<file path="src/rtl/vga_pkg.sv">
`default_nettype none
// ============================================================================
//  Module      : vga_pkg
//  Description : Shared definitions for the VGA receiver and generator:
//                default active-area sizes, counter widths and receiver
//                state encoding.
//  Revision    : 1.0 - initial release
// ============================================================================
package vga_pkg;

    localparam int H_ATIVO_PADRAO = 640;   // active pixels per line
    localparam int V_ATIVO_PADRAO = 480;   // active lines per frame
    localparam int CONT_W         = 10;    // coordinate counter width
    localparam int ERR_W          = 8;     // error counter width

    typedef logic [CONT_W-1:0] cont_t;

    typedef enum logic [1:0] {
        AGUARDA_QUADRO = 2'd0,
        AGUARDA_LINHA  = 2'd1,
        ATIVO          = 2'd2
    } estado_t;

endpackage
`default_nettype wire

</file>
<file path="src/rtl/detector_borda.sv">
`default_nettype none
// ============================================================================
//  Module      : detector_borda
//  Description : Edge detector for an already-registered signal. Keeps a
//                one-cycle-delayed copy and flags rising/falling edges by
//                comparing the two.
//  Ports       : Clock, Reset (async, active-high)
//                sinal_i  - registered input signal
//                sobe_o   - high for one cycle after a 0->1 change
//                desce_o  - high for one cycle after a 1->0 change
//  Revision    : 1.0 - initial release
// ============================================================================
module detector_borda #(
    parameter logic VALOR_RESET = 1'b0   // idle level of the watched signal
) (
    input  logic Clock,
    input  logic Reset,
    input  logic sinal_i,
    output logic sobe_o,
    output logic desce_o
);

    logic sinal_dly_q;

    // Reset to the idle level so releasing reset never fakes an edge.
    always_ff @(posedge Clock or posedge Reset) begin
        if (Reset) begin
            sinal_dly_q <= VALOR_RESET;
        end else begin
            sinal_dly_q <= sinal_i;
        end
    end

    assign sobe_o  = sinal_i & ~sinal_dly_q;
    assign desce_o = ~sinal_i & sinal_dly_q;

endmodule
`default_nettype wire

</file>
<file path="src/rtl/vga_receptor.sv">
`default_nettype none
// ============================================================================
//  Module      : vga_receptor
//  Description : VGA capture receiver. Registers the VGA pins, tracks lines
//                and frames from blank/v_sync edges, emits captured pixels
//                with coordinates and checks the frame timing.
//  Ports       : Clock, Reset (async, active-high)
//                h_sync, v_sync (active-low), blank (high = active video),
//                R, G, B        - pixel colour inputs
//                PixelRGB       - captured pixel {B,G,R}
//                Linha, Coluna  - coordinates of PixelRGB
//                PixelValido    - PixelRGB/Linha/Coluna valid this cycle
//                FimLinha, FimQuadro - single-cycle end markers
//                Travado        - locked to a correct frame
//                ErroTiming     - single-cycle timing-violation pulse
//                ContErros      - saturating count of ErroTiming pulses
//  Revision    : 1.0 - initial release
// ============================================================================
module vga_receptor
    import vga_pkg::*;
#(
    parameter int H_ATIVO = H_ATIVO_PADRAO,
    parameter int V_ATIVO = V_ATIVO_PADRAO
) (
    input  logic              Clock,
    input  logic              Reset,
    input  logic              h_sync,
    input  logic              v_sync,
    input  logic              blank,
    input  logic [7:0]        R,
    input  logic [7:0]        G,
    input  logic [7:0]        B,
    output logic [23:0]       PixelRGB,
    output logic [CONT_W-1:0] Linha,
    output logic [CONT_W-1:0] Coluna,
    output logic              PixelValido,
    output logic              FimLinha,
    output logic              FimQuadro,
    output logic              Travado,
    output logic              ErroTiming,
    output logic [ERR_W-1:0]  ContErros
);

    localparam cont_t H_LIM = cont_t'(H_ATIVO);
    localparam cont_t V_LIM = cont_t'(V_ATIVO);

    // ---------------- input stage ----------------
    logic       h_q, v_q, blank_q, h_dly_q;
    logic [7:0] r_q, g_q, b_q;

    always_ff @(posedge Clock or posedge Reset) begin
        if (Reset) begin
            h_q     <= 1'b1;
            v_q     <= 1'b1;
            blank_q <= 1'b0;
            h_dly_q <= 1'b1;
            r_q     <= '0;
            g_q     <= '0;
            b_q     <= '0;
        end else begin
            h_q     <= h_sync;
            v_q     <= v_sync;
            blank_q <= blank;
            h_dly_q <= h_q;
            r_q     <= R;
            g_q     <= G;
            b_q     <= B;
        end
    end

    logic w_v_sobe, w_v_desce, w_blank_sobe, w_blank_desce, w_h_desce;

    detector_borda #(.VALOR_RESET(1'b1)) u_borda_vsync (
        .Clock  (Clock),
        .Reset  (Reset),
        .sinal_i(v_q),
        .sobe_o (w_v_sobe),
        .desce_o(w_v_desce)
    );

    detector_borda #(.VALOR_RESET(1'b0)) u_borda_blank (
        .Clock  (Clock),
        .Reset  (Reset),
        .sinal_i(blank_q),
        .sobe_o (w_blank_sobe),
        .desce_o(w_blank_desce)
    );

    assign w_h_desce = h_dly_q & ~h_q;

    // ---------------- tracking FSM ----------------
    estado_t estado_q, estado_d;
    cont_t   col_q, col_d, lin_q, lin_d;
    logic    col_ovf_q, col_ovf_d;       // blank held past H_ATIVO pixels
    logic    lin_ovf_q, lin_ovf_d;       // a line ended with counter saturated
    logic    quadro_err_q, quadro_err_d; // frame already had a reported error
    logic    travado_q, travado_d;

    logic w_passo, w_valido, w_fim_linha, w_fim_quadro;
    logic w_err_linha, w_err_quadro, w_err_hs, w_err;

    always_comb begin
        estado_d     = estado_q;
        col_d        = col_q;
        lin_d        = lin_q;
        col_ovf_d    = col_ovf_q;
        lin_ovf_d    = lin_ovf_q;
        quadro_err_d = quadro_err_q;
        travado_d    = travado_q;
        w_passo      = 1'b0;
        w_valido     = 1'b0;
        w_fim_linha  = 1'b0;
        w_fim_quadro = 1'b0;
        w_err_linha  = 1'b0;
        w_err_quadro = 1'b0;
        w_err_hs     = w_h_desce & blank_q;

        case (estado_q)
            AGUARDA_QUADRO: begin
                if (w_v_sobe) begin
                    estado_d     = AGUARDA_LINHA;
                    lin_d        = '0;
                    col_d        = '0;
                    col_ovf_d    = 1'b0;
                    lin_ovf_d    = 1'b0;
                    quadro_err_d = 1'b0;
                end
            end
            AGUARDA_LINHA: begin
                if (w_v_desce) begin
                    // Frame check. A frame whose error was already reported
                    // mid-frame is not counted as correct, but is not
                    // reported a second time.
                    if ((lin_q != V_LIM) || lin_ovf_q) begin
                        w_err_quadro = 1'b1;
                        travado_d    = 1'b0;
                    end else if (quadro_err_q) begin
                        travado_d    = 1'b0;
                    end else begin
                        w_fim_quadro = 1'b1;
                        travado_d    = 1'b1;
                    end
                    lin_d        = '0;
                    lin_ovf_d    = 1'b0;
                    quadro_err_d = 1'b0;
                end else if (w_blank_sobe) begin
                    // First pixel is already on blank_q; capture it now to
                    // keep the pin-to-output latency fixed.
                    estado_d = ATIVO;
                    w_passo  = 1'b1;
                end
            end
            ATIVO: begin
                if (w_v_desce) begin
                    w_err_quadro = 1'b1;
                    travado_d    = 1'b0;
                    estado_d     = AGUARDA_LINHA;
                    lin_d        = '0;
                    col_d        = '0;
                    col_ovf_d    = 1'b0;
                    lin_ovf_d    = 1'b0;
                    quadro_err_d = 1'b0;
                end else if (w_blank_desce) begin
                    w_fim_linha = 1'b1;
                    w_err_linha = (col_q != H_LIM) || col_ovf_q;
                    if (lin_q == V_LIM) begin
                        lin_ovf_d = 1'b1;
                    end else begin
                        lin_d = lin_q + 1'b1;
                    end
                    col_d     = '0;
                    col_ovf_d = 1'b0;
                    estado_d  = AGUARDA_LINHA;
                end else if (blank_q) begin
                    w_passo = 1'b1;
                end
            end
            default: begin
                estado_d = AGUARDA_QUADRO;
            end
        endcase

        if (w_passo) begin
            if (col_q < H_LIM) begin
                w_valido = (lin_q < V_LIM);
                col_d    = col_q + 1'b1;
            end else begin
                col_ovf_d = 1'b1;
            end
        end

        w_err = w_err_linha | w_err_quadro | w_err_hs;
        if (w_err_linha || w_err_hs) begin
            quadro_err_d = 1'b1;
        end
        if (w_err) begin
            travado_d = 1'b0;
        end
    end

    always_ff @(posedge Clock or posedge Reset) begin
        if (Reset) begin
            estado_q     <= AGUARDA_QUADRO;
            col_q        <= '0;
            lin_q        <= '0;
            col_ovf_q    <= 1'b0;
            lin_ovf_q    <= 1'b0;
            quadro_err_q <= 1'b0;
            travado_q    <= 1'b0;
        end else begin
            estado_q     <= estado_d;
            col_q        <= col_d;
            lin_q        <= lin_d;
            col_ovf_q    <= col_ovf_d;
            lin_ovf_q    <= lin_ovf_d;
            quadro_err_q <= quadro_err_d;
            travado_q    <= travado_d;
        end
    end

    // ---------------- output stage ----------------
    logic [23:0]      pixel_q;
    cont_t            linha_q, coluna_q;
    logic             valido_q, fim_linha_q, fim_quadro_q, erro_q;
    logic [ERR_W-1:0] cont_err_q;

    always_ff @(posedge Clock or posedge Reset) begin
        if (Reset) begin
            pixel_q      <= '0;
            linha_q      <= '0;
            coluna_q     <= '0;
            valido_q     <= 1'b0;
            fim_linha_q  <= 1'b0;
            fim_quadro_q <= 1'b0;
            erro_q       <= 1'b0;
            cont_err_q   <= '0;
        end else begin
            valido_q     <= w_valido;
            fim_linha_q  <= w_fim_linha;
            fim_quadro_q <= w_fim_quadro;
            erro_q       <= w_err;
            if (w_valido) begin
                pixel_q  <= {b_q, g_q, r_q};
                linha_q  <= lin_q;
                coluna_q <= col_q;
            end
            if (w_err && (cont_err_q != {ERR_W{1'b1}})) begin
                cont_err_q <= cont_err_q + 1'b1;
            end
        end
    end

    assign PixelRGB    = pixel_q;
    assign Linha       = linha_q;
    assign Coluna      = coluna_q;
    assign PixelValido = valido_q;
    assign FimLinha    = fim_linha_q;
    assign FimQuadro   = fim_quadro_q;
    assign Travado     = travado_q;
    assign ErroTiming  = erro_q;
    assign ContErros   = cont_err_q;

endmodule
`default_nettype wire

</file>
<file path="config.mk">
export PLATFORM = sky130hd
export DESIGN_NAME = vga_receptor
export DESIGN_NICKNAME = d
export VERILOG_FILES = /design/src/rtl/vga_pkg.sv /design/src/rtl/detector_borda.sv /design/src/rtl/vga_receptor.sv
export SDC_FILE = /design/constraint.sdc
export NUM_CORES = 1
export LEC_CHECK = 0
export ABC_CLOCK_PERIOD_IN_PS = 5100
export CORE_UTILIZATION = 45
export CTS_BUF_LIST = sky130_fd_sc_hd__clkbuf_4 sky130_fd_sc_hd__clkbuf_8
export DETAILED_ROUTE_END_ITERATION = 12
export PLACE_DENSITY = 0.67
export SYNTH_ARGS = -nofsm -noshare
export SYNTH_HDL_FRONTEND = slang
export SYNTH_HIERARCHICAL = 1
export SYNTH_SLANG_ARGS = --single-unit
export TNS_END_PERCENT = 5
</file>
<file path="constraint.sdc">
create_clock -name Clock -period 5.1 [get_ports Clock]
set_clock_uncertainty 0.2 [all_clocks]
set_input_delay 1.02 -clock Clock [delete_from_list [all_inputs] [get_ports Clock]]
set_output_delay 1.02 -clock Clock [all_outputs]
set_load 0.02 [all_outputs]
</file>
==> out/results.txt <==
Core area: 9680 µm²
Pin count of the biggest net entering global routing: 47
Final #Nets: 472
Largest family of logic cells by synthesized area: simple AND/OR/NAND/NOR gates
Slew @ Worst Pin: 1060 ps
Vias in the first global route: 2901
Initial DRC count: 79
FF-to-FF Start: estado_q[0]
Post-synth top area share: 60.4%
Detailed Place HPWL: 5630 µm
First-pass GRT wire length: 13900 µm
Dominant cell type by area after synthesis: dfrtp_1
# setup viols final: 0
Adder-cell share of the synthesized area: 2.52%
Peak VDD IR: 0.000224 V
WP data required: 5150 ps
Grt ovf: 0
WL per Instance: 14.1 µm
Drc violations: 0
Worst reg2reg setup slack: 2100 ps
Post-synthesis register bit count: 112
Slew Limit Fails: 0
CTS Hold Bufs: 0
Max-Slew Margin vs Limit: 28.7%
Clk sink count: 112
Critical Path Start Type: flop
Final setup TNS: 0 ps
TritonCTS buffer count: 9
Worst Setup EP: PixelRGB[8]
WHS Path Cells: 0
Most area-consuming cells after synthesis: dfrtp_1, mux2_2, ha_1
P_leak: 0.00251 µW
Max Freq: 333 MHz
Clock Latency Late Sink: 370 ps
Outcome: finished clean
Die Ht: 102 µm
Clock tree from TritonCTS: built
FILL cells: 824
Post-synth EDFFs: 0
Simple-gate portion of the synthesized area: 11.8%
Register area share after synthesis: 62.8%
Layout area overhead: 27.3%
Die width: 102 µm
Routed Antenna Nets: 0
Proportion of synthesized area in mux cells: 10.9%
Period utilisation layout: 58.8%
Final WL: 8060 µm
Post-layout min period: 3000 ps
Layout cell share with drive strength beyond 1: 17.5%
Routability cong.: 0.812
Compound-Gate Fraction of Synth Area: 6.86%
RR Endpoint: PixelRGB[8]
Most common cell after layout, fill and taps aside: dfrtp_1
Final hold viol count: 0
Max-Cap Viols: 0
Top Ports: 86
FF-to-FF path depth: 7
Pre-CTS setup slack: 2110 ps
Antenna diodes: 0
Standard-cell rows: 36
Port Buffers: 85
Synthesized instance count: 345
Number of setup buffers added after CTS: 0
Mapped cell area: 4470 µm²
GRT Util Overall: 17.6%
Crit Path Category: reg -> reg
Crit path from: estado_q[0]
Total Power: 2610 µW
Initial core utilization: 46.2%
Syn Area/Cell: 13.0 µm²
Die area: 10300 µm²
RSZ-0062 raised after global routing: false
Via density: 4.99
Warnings from Yosys: 6
Maximum root-to-sink buffer count: 2
Final worst slack: 2100 ps
First drt pass iteration count: 4
Asr flop ratio synth: 100%
Reg area: 2810 µm²
H-tree depth: 3
Maximum fanout along the worst path: 43
Synth Flop Type: dfrtp_1
Synth Area in XOR/XNOR: 2.94%
Power Density: 459 nW/µm²
Syn Nets: 383
CP endpoint kind: flop
Clock slew at reported path FFs: 110 ps
Initial antenna violation count: 0
Worst Hold Class: reg -> reg
Root buffer cell: clkbuf_8
CTS resizes: 0
Arrival time of the worst setup path: 3050 ps
Most frequent cells in the layout: dfrtp_1, clkdlybuf4s50_1, mux2_2
Routed via count: 2853
Multi-input gate area: 1570 µm²
Hold WS: 171 ps
Count of different cell masters after synthesis: 45
==> per-layer routing <==
metal / track usage [%] / wire, µm / vias up / part of all wire (%)
li1: - / - / 1377 / -
met1: 22.9 / 3630 / 1406 / 45
met2: 28.7 / 3950 / 60 / 49
met3: 4.97 / 370 / 10 / 4.6
met4: 5.35 / 104 / 0 / 1.3
met5: 0 / 0 / - / 0
==> synthesized netlist by cell type (2+ instances only) <==
library cell and count:
a21o_1 2, a21oi_1 4, a31oi_1 3, and2_1 3, and2b_2 2, and3_1 2
and3b_1 2, buf_2 6, clkbuf_1 5, dfrtp_1 108, dfstp_2 4, ha_1 9
inv_1 13, mux2_2 42, nand2_1 14, nand2b_1 3, nand3_1 15, nand3b_1 3
nand4_1 10, nor2_1 27, nor2b_1 6, nor3_1 4, o211ai_1 2, o21ai_0 20
o31ai_1 3, xnor2_1 5, xor2_1 10
==> metrics by stage <==
step	instances	util, %	cell area (µm²)
6_report	572	58.8	5690
5_1_grt	572	58.8	5690
2_1_floorplan	345	-	4470
3_5_place_dp	556	56.6	5480
3_3_place_gp	556	56.6	5480
4_1_cts	572	58.8	5690
==> critical path: stages, from the launching register on <==
cell      delay, ps
dfrtp_1         420
inv_1           110
ha_1            380
and3b_1         230
o211ai_1        390
nor2_4          250
buf_4           490
mux2_2          400
==> where the power goes <==
| part | leakage, µW | switching, µW | internal [µW] |
|---|---|---|---|
| Clock | 0.0000986 | 305 | 247 |
| Combinational | 0.000981 | 462 | 452 |
| Sequential | 0.00143 | 99.6 | 1050 |
| Total | 0.00251 | 867 | 1740 |
==> area by class of cell <==
class	count	share of cell area [%]
flip-flops and latches	112	49.3
multi-input cells	209	27.6
repair buffers	89	15.5
well taps	133	2.92
clock buffers	10	2.42
clock inverters	6	1.32
inverters	13	0.901
==> worst min path at each step <==
stage	from	to	slack, ps
finish	h_q	h_dly_q	170
global route	h_q	h_dly_q	180
CTS	h_q	h_dly_q	170
detailed placement	h_q	h_dly_q	160
global placement	h_q	h_dly_q	150
floorplan	h_q	h_dly_q	150
==> cell families (layout without fill, tap and decap cells) <==
logic type                 after synthesis  count (layout)
AOI/OAI and AO/OA                       43              43
xor gates and xnor gates                15              15
adders and majority gates                9               9
buffers and inverters                   24             118
DFF                                    112             112
muxes                                   43              43
and+or+nand+nor                         99              99
==> registers in the layout, indices dropped and copies added, names as in the netlist, 2 cells and up <==
register / flops
PixelRGB: 24
Coluna: 10
Linha: 10
col_q: 10
lin_q: 10
ContErros: 8
b_q: 8
g_q: 8
r_q: 8
estado_q: 2
Power figures use the tool's default switching activity.
